**config.mk**
```make
export PLATFORM = sky130hd
export DESIGN_NAME = writeback_arbiter
export DESIGN_NICKNAME = d
export VERILOG_FILES = /design/src/rtl/writeback_pkg.sv /design/src/rtl/wb_priority_arbiter.sv /design/src/rtl/writeback_arbiter.sv
export SDC_FILE = /design/constraint.sdc
export NUM_CORES = 1
export LEC_CHECK = 0
export BUFFER_PORTS_ARGS = -buffer_cell sky130_fd_sc_hd__buf_2
export CELL_PAD_IN_SITES_DETAIL_PLACEMENT = 1
export CELL_PAD_IN_SITES_GLOBAL_PLACEMENT = 1
export CORE_UTILIZATION = 33
export DETAILED_ROUTE_END_ITERATION = 16
export GPL_ROUTABILITY_DRIVEN = 0
export GPL_TIMING_DRIVEN = 0
export PLACE_DENSITY = 0.82
export REMOVE_ABC_BUFFERS = 1
export SKIP_CTS_REPAIR_TIMING = 1
export SLEW_MARGIN = 20
export SYNTH_ARGS = -nofsm -noshare
export SYNTH_HDL_FRONTEND = slang
export SYNTH_SLANG_ARGS = --single-unit
```
**constraint.sdc**
```tcl
create_clock -name clk -period 5.5 [get_ports clk]
set_clock_uncertainty 0.1 [all_clocks]
set_input_delay 1.375 -clock clk [delete_from_list [all_inputs] [get_ports clk]]
set_output_delay 1.375 -clock clk [all_outputs]
set_load 0.02 [all_outputs]
```
**src/rtl/writeback_pkg.sv**
```systemverilog
// Shared definitions for the register-file writeback path.
//   wb_beat_t   : one writeback beat (destination address + data) at the
//                 default 5-bit address / 64-bit data configuration
//   WB_SRC_*    : 1-bit encodings identifying the granted producer
//   STALL_CNT_W : width of the ALU starvation counter
package writeback_pkg;

  localparam int unsigned WB_ADDR_W   = 5;
  localparam int unsigned WB_DATA_W   = 64;
  localparam int unsigned STALL_CNT_W = 4;

  localparam logic WB_SRC_ALU = 1'b0;
  localparam logic WB_SRC_LSU = 1'b1;

  typedef struct packed {
    logic [WB_ADDR_W-1:0] addr;
    logic [WB_DATA_W-1:0] data;
  } wb_beat_t;

endpackage

```
**src/rtl/wb_priority_arbiter.sv**
```systemverilog
// Combinational grant logic for the writeback port.
// The LSU has fixed priority, except that an ALU which has been denied
// MAX_STALL cycles in a row is force-granted. Flush blocks every grant.
// Ports:
//   alu_valid, lsu_valid : producer valids
//   stall_cnt            : current ALU starvation count
//   flush                : synchronous flush, suppresses grants
//   grant                : a beat is accepted this cycle
//   grant_src            : which producer is granted (WB_SRC_ALU/WB_SRC_LSU)
module wb_priority_arbiter
  import writeback_pkg::*;
#(
  parameter int MAX_STALL = 4
) (
  input  logic                   alu_valid,
  input  logic                   lsu_valid,
  input  logic [STALL_CNT_W-1:0] stall_cnt,
  input  logic                   flush,
  output logic                   grant,
  output logic                   grant_src
);

  logic force_alu;

  assign force_alu = (stall_cnt == STALL_CNT_W'(MAX_STALL)) && alu_valid;

  always_comb begin
    grant     = 1'b0;
    grant_src = WB_SRC_LSU;
    if (!flush) begin
      if (force_alu) begin
        grant     = 1'b1;
        grant_src = WB_SRC_ALU;
      end else if (lsu_valid) begin
        grant     = 1'b1;
        grant_src = WB_SRC_LSU;
      end else if (alu_valid) begin
        grant     = 1'b1;
        grant_src = WB_SRC_ALU;
      end
    end
  end

endmodule

```
**src/rtl/writeback_arbiter.sv**
```systemverilog
// Writeback arbiter driving the register file's single write port.
// Arbitrates ALU results and LSU load returns (LSU priority, ALU
// starvation guard), registers the winning beat for a one-cycle-latency
// write. Writes to x0 are consumed but never raise o_write_en.
// Ports:
//   clk, arst                        : clock, async active-high reset
//   i_flush                          : drop this cycle's grant, clear counter
//   i_alu_valid/addr/data, o_alu_ready : ALU producer handshake
//   i_lsu_valid/addr/data, o_lsu_ready : LSU producer handshake
//   o_write_en/addr/data             : register file write port
//   o_stall_cnt                      : current ALU starvation count
module writeback_arbiter
  import writeback_pkg::*;
#(
  parameter int DATA_WIDTH = 64,
  parameter int ADDR_WIDTH = 5,
  parameter int MAX_STALL  = 4
) (
  input  logic                   clk,
  input  logic                   arst,
  input  logic                   i_flush,
  input  logic                   i_alu_valid,
  input  logic [ADDR_WIDTH-1:0]  i_alu_addr,
  input  logic [DATA_WIDTH-1:0]  i_alu_data,
  output logic                   o_alu_ready,
  input  logic                   i_lsu_valid,
  input  logic [ADDR_WIDTH-1:0]  i_lsu_addr,
  input  logic [DATA_WIDTH-1:0]  i_lsu_data,
  output logic                   o_lsu_ready,
  output logic                   o_write_en,
  output logic [ADDR_WIDTH-1:0]  o_write_addr,
  output logic [DATA_WIDTH-1:0]  o_write_data,
  output logic [STALL_CNT_W-1:0] o_stall_cnt
);

  logic                   grant;
  logic                   grant_src;
  logic [ADDR_WIDTH-1:0]  sel_addr;
  logic [DATA_WIDTH-1:0]  sel_data;
  logic [STALL_CNT_W-1:0] stall_cnt_q;

  wb_priority_arbiter #(
    .MAX_STALL (MAX_STALL)
  ) u_arb (
    .alu_valid (i_alu_valid),
    .lsu_valid (i_lsu_valid),
    .stall_cnt (stall_cnt_q),
    .flush     (i_flush),
    .grant     (grant),
    .grant_src (grant_src)
  );

  assign o_alu_ready = grant && (grant_src == WB_SRC_ALU);
  assign o_lsu_ready = grant && (grant_src == WB_SRC_LSU);

  always_comb begin
    sel_addr = i_lsu_addr;
    sel_data = i_lsu_data;
    if (grant_src == WB_SRC_ALU) begin
      sel_addr = i_alu_addr;
      sel_data = i_alu_data;
    end
  end

  // Starvation counter: counts consecutive cycles the ALU is valid but denied.
  always_ff @(posedge clk or posedge arst) begin
    if (arst) begin
      stall_cnt_q <= '0;
    end else if (i_flush || !i_alu_valid || o_alu_ready) begin
      stall_cnt_q <= '0;
    end else if (stall_cnt_q != STALL_CNT_W'(MAX_STALL)) begin
      stall_cnt_q <= stall_cnt_q + 1'b1;
    end
  end

  assign o_stall_cnt = stall_cnt_q;

  // Address/data hold when idle; only the enable drops.
  always_ff @(posedge clk or posedge arst) begin
    if (arst) begin
      o_write_en   <= 1'b0;
      o_write_addr <= '0;
      o_write_data <= '0;
    end else if (grant) begin
      o_write_en   <= (sel_addr != '0);
      o_write_addr <= sel_addr;
      o_write_data <= sel_data;
    end else begin
      o_write_en   <= 1'b0;
    end
  end

endmodule

```
Word-level counts from Yosys, hierarchy flattened
Index checks and enable logic that the tools add are counted.
{ "word_totals": {"regBits": 74, "inputBits": 143} }
{ "classes": {"n_eq_ne": 2, "bitwise_logic": 1, "reduce_logical": 8, "n_mux": 13, "addsub": 1} }
{ "op_table": {"columns": ["operator", "n"], "rows": [
  ["$mux W64", 1],
  ["$mux W1", 9],
  ["$mux W4", 2],
  ["$mux W5", 1],
  ["$reduce_bool A5 Y1", 1],
  ["$add A4 B1 Y4 const B", 1],
  ["$eq A4 B3 Y1 const B", 1],
  ["$ne A4 B3 Y1 const B", 1],
  ["$logic_and A1 B1 Y1", 3],
  ["$logic_or A1 B1 Y1", 2],
  ["$reduce_bool A2 Y1", 1],
  ["$logic_not A1 Y1", 1],
  ["$not A1 Y1", 1]
]} }

Logic depth before layout (Yosys ltp)
{ "depth": {"word_depth": 8, "mapped_depth": 7, "ltp_nobuf": 5} }

Modules after synthesis
From an unflattened synthesis, not the netlist that was laid out.
{ "hier_totals": {"hier_cells": 339, "area_unflattened_um2": 3523.4} }
{ "by_module_without_submodules": {"columns": ["mod", "n_inst", "seq_area_each_um2", "cells_each", "area_each_um2"], "rows": [
  ["writeback_arbiter", 1, 1851.8, 334, 3493.4],
  ["wb_priority_arbiter", 1, 0.0, 5, 30.0]
]} }

Least setup slack after synthesis
Ideal clock, no wire load.
{ "synth_timing": {"path_kind": "input port to output port", "from": "in i_alu_valid", "to": "out o_lsu_ready", "arrival_time_ns": 2.032, "stages": 4, "t_required_ns": 4.025, "n_path_buf": 2, "setup_slack_ns": 1.993, "cell_sequence": "inv_1 > o211a_1 > clkbuf_1 > buf_2"} }
{ "synth_via": {"elab_chain_cells": 5} }
{ "synth_lines": {"columns": ["element", "line", "rtl"], "rows": [
  ["from (decl)", "writeback_arbiter.sv:22", "input logic i_alu_valid,"],
  ["$mux W1", "wb_priority_arbiter.sv:37", "end else if (alu_valid) begin"],
  ["$mux W1", "wb_priority_arbiter.sv:34", "end else if (lsu_valid) begin"],
  ["$mux W1", "wb_priority_arbiter.sv:31", "if (force_alu) begin"],
  ["$mux W1", "wb_priority_arbiter.sv:30", "if (!flush) begin"],
  ["$logic_and A1 B1 Y1 *", "writeback_arbiter.sv:54", "assign o_lsu_ready = grant && (grant_src == WB_SRC_LSU);"],
  ["to (decl)", "writeback_arbiter.sv:29", "output logic o_lsu_ready,"]
]} }
Every way passes the cells marked *; elsewhere a longest branch is shown, timed or not.

Worst setup path in the final report
Ends and elaborated chain as after synthesis.

==> impl_metrics.yaml <==
routing:
  drc: 0
  drtAntennaViolNets: 0
  vias: 3044
  wl_met3_um: 751
  drt_iter0_drc: 67
  viasPerCell: 4.990
  wl_um: 10330
  top_layer: "met4"
  first_pass_iters: 4
  wl_met1_um: 4194
  wl_per_cell_um: 16.94
  wl_met2_um: 5225
cts:
  clock-root-buffer: "clkbuf_8"
  clockBufferDepth: 2
  cts_buffers: 9
  cts_sinks: 74
  clk_latency_ns: 0.33
  path_clk_slew_ns: 0.07
  htreeDepth: 3
  cts_tree: "built"
global_route:
  overflow: 0
  grt_usage_pct: 19.84
  grt_start_max_net_pins: 42
  grt_pass1_wl_um: 15640
  first_global_vias: 3125
  antenna_found_initial: 0
finish:
  final_cells: 610
  multiInputGateArea_mm2: 0.001306
  nets: 620
  layout-drive-gt1-share_pct: 50.73
  post-route-util_pct: 48.43
  regArea_mm2: 0.001852
  fill_cells: 1145
  diodes: 0
  syn_to_final_growth_pct: 42.54
die:
  die_area_mm2: 0.01042
  num_rows: 36
  die_h_um: 102.1
  core-area_mm2: 0.009729
  die_w_um: 102.1
  io_pins: 219
  start_util_pct: 33.98
timing:
  post-route-period-util_pct: 74.13
  relSlewSlack_pct: 53.45
  tns_ns: 0
  period_needed_ns: 4.077
  setup_violations: 0
  fmax_mhz: 245.3
  tightest_slew_ns: 0.6964
  finalHoldViolations: 0
  rsz0062_at_grt: "false"
  slew_viol_final: 0
status:
  status: "completed"
pwr:
  power_leakage_nw: 2.447
  powerDensity_mw_per_mm2: 291.8
  ir_drop_mv: 0.1092
  power.total_w: 0.001375
yosys:
  synth_area_per_cell_um2: 12.67
  ys_seq_area_share_pct: 56.02
  synthTopCellsByArea: "dfrtp_1 56%, a221o_1 21%, and2_1 13%, buf_6 2.4%, buf_2 1.1%"
  yosys.area.top_type_share_pct: 56.02
  yosysUniqueCellTypes: 20
  ys_ff_latch: 74
  yosys_warnings: 0
  synthCells: 261
  synth_area_mm2: 0.003306
  synth_top_cell_by_area: "dfrtp_1"
placed_design:
  dp_cells: 597
  place_hpwl_um: 7887
  numPortBuffers: 218
min_path:
  hp-class: "flop to flop"
critical_path:
  startpoint: "i_alu_valid"
  critPathArrivalTime_ns: 2.60
  cp_max_fo: 36
  reg2reg_depth: 6
  endpoint: "o_lsu_ready"
  r2r_end: "o_write_en"
  cp.required_ns: 4.03
  critPathLaunchType: "input port"
  rrSetupSlack_ns: 3.29
  timing.rr.start: "o_stall_cnt[0]"
  criticalPathCategory: "input port to output port"
  end_kind: "output port"
flow_run:
  drv_cap: 0
[flip-flops by register name, indices dropped and copies added, names as in the netlist]
name,count
o_stall_cnt,4
o_write_addr,5
o_write_data,64
o_write_en,1
[through the flow]
stage	worst slack [ns]	instance area, um2	hold WS [ns]
CTS	1.438	4712	0.4732
finish	1.423	4712	0.4604
floorplan	1.090	3162	0.4979
global placement	-0.09401	4419	0.4120
global route	1.372	4712	0.4898
detailed placement	1.436	4553	0.4580
[kinds of logic after synthesis]
group | share of synthesized area [%]
flops | 56.02
fa+ha+maj | 0.7569
buf+inv | 5.034
mux | 0.3406
simple gates | 14.99
compound gates | 22.33
xor+xnor | 0.5300
[metal layers]
metal	GRT usage [%]	vias up
met5	0	-
met4	8.462	0
met3	4.241	14
met2	34.54	142
met1	23.69	1477
li1	-	1411
[cell usage in the layout (no fill, tap or decap)]
cell and n:
buf_12 2, o21bai_4 1, nand3b_4 1, o211a_4 1, buf_16 1, mux2_2 1
a21oi_1 2, and2_1 69, xnor2_1 1, ha_1 2, a221o_1 69, clkbuf_1 2
nor2_1 6, buf_6 4, nor3_1 2, buf_2 218, dfrtp_1 74, clkbuf_8 11
inv_4 1, nand3_1 1, a211oi_4 1, inv_1 5, nand4_1 1, xor2_1 1
[worst min path at each step]
| stage | endpoint | startpoint | cells past startpoint |
|---|---|---|---|
| 2_1_floorplan | o_stall_cnt[0] | o_stall_cnt[0] | 1 |
| 6_report | o_stall_cnt[0] | o_stall_cnt[0] | 1 |
| 3_3_place_gp | o_stall_cnt[0] | o_stall_cnt[0] | 1 |
| 3_5_place_dp | o_stall_cnt[0] | o_stall_cnt[0] | 1 |
| 5_1_grt | o_stall_cnt[0] | o_stall_cnt[0] | 1 |
| 4_1_cts | o_stall_cnt[0] | o_stall_cnt[0] | 1 |
[final cells by class]
cell class | count | share of cell area, %
Sequential cell | 74 | 39.30
Clock buffer | 13 | 3.372
Tap cell | 133 | 3.532
Multi-Input combinational cell | 159 | 27.72
Inverter | 6 | 0.5311
Timing Repair Buffer | 225 | 25.54
[cell usage after synthesis]
library cell  number
mux2_2             1
nor3_1             2
a21oi_1            2
and2_1            69
nand3_1            1
inv_1              6
ha_1               2
clkbuf_1           8
o21bai_1           1
nand4_1            1
o211a_1            1
xnor2_1            1
a221o_1           69
xor2_1             1
dfrtp_1           74
a211oi_4           1
buf_6              7
nor2_1             6
nand3b_4           1
buf_2              7
[worst max-delay path: stages]
cell	delay, ns
buf_2	0.13
inv_1	0.12
o211a_4	0.49
buf_12	0.25
buf_2	0.20
[power by group]
part           internal (W)  switching (W)
Combinational      0.000164       0.000206
Sequential         0.000611      0.0000325
Clock              0.000182       0.000180
Note: power is estimated with default switching activity, not from simulation.
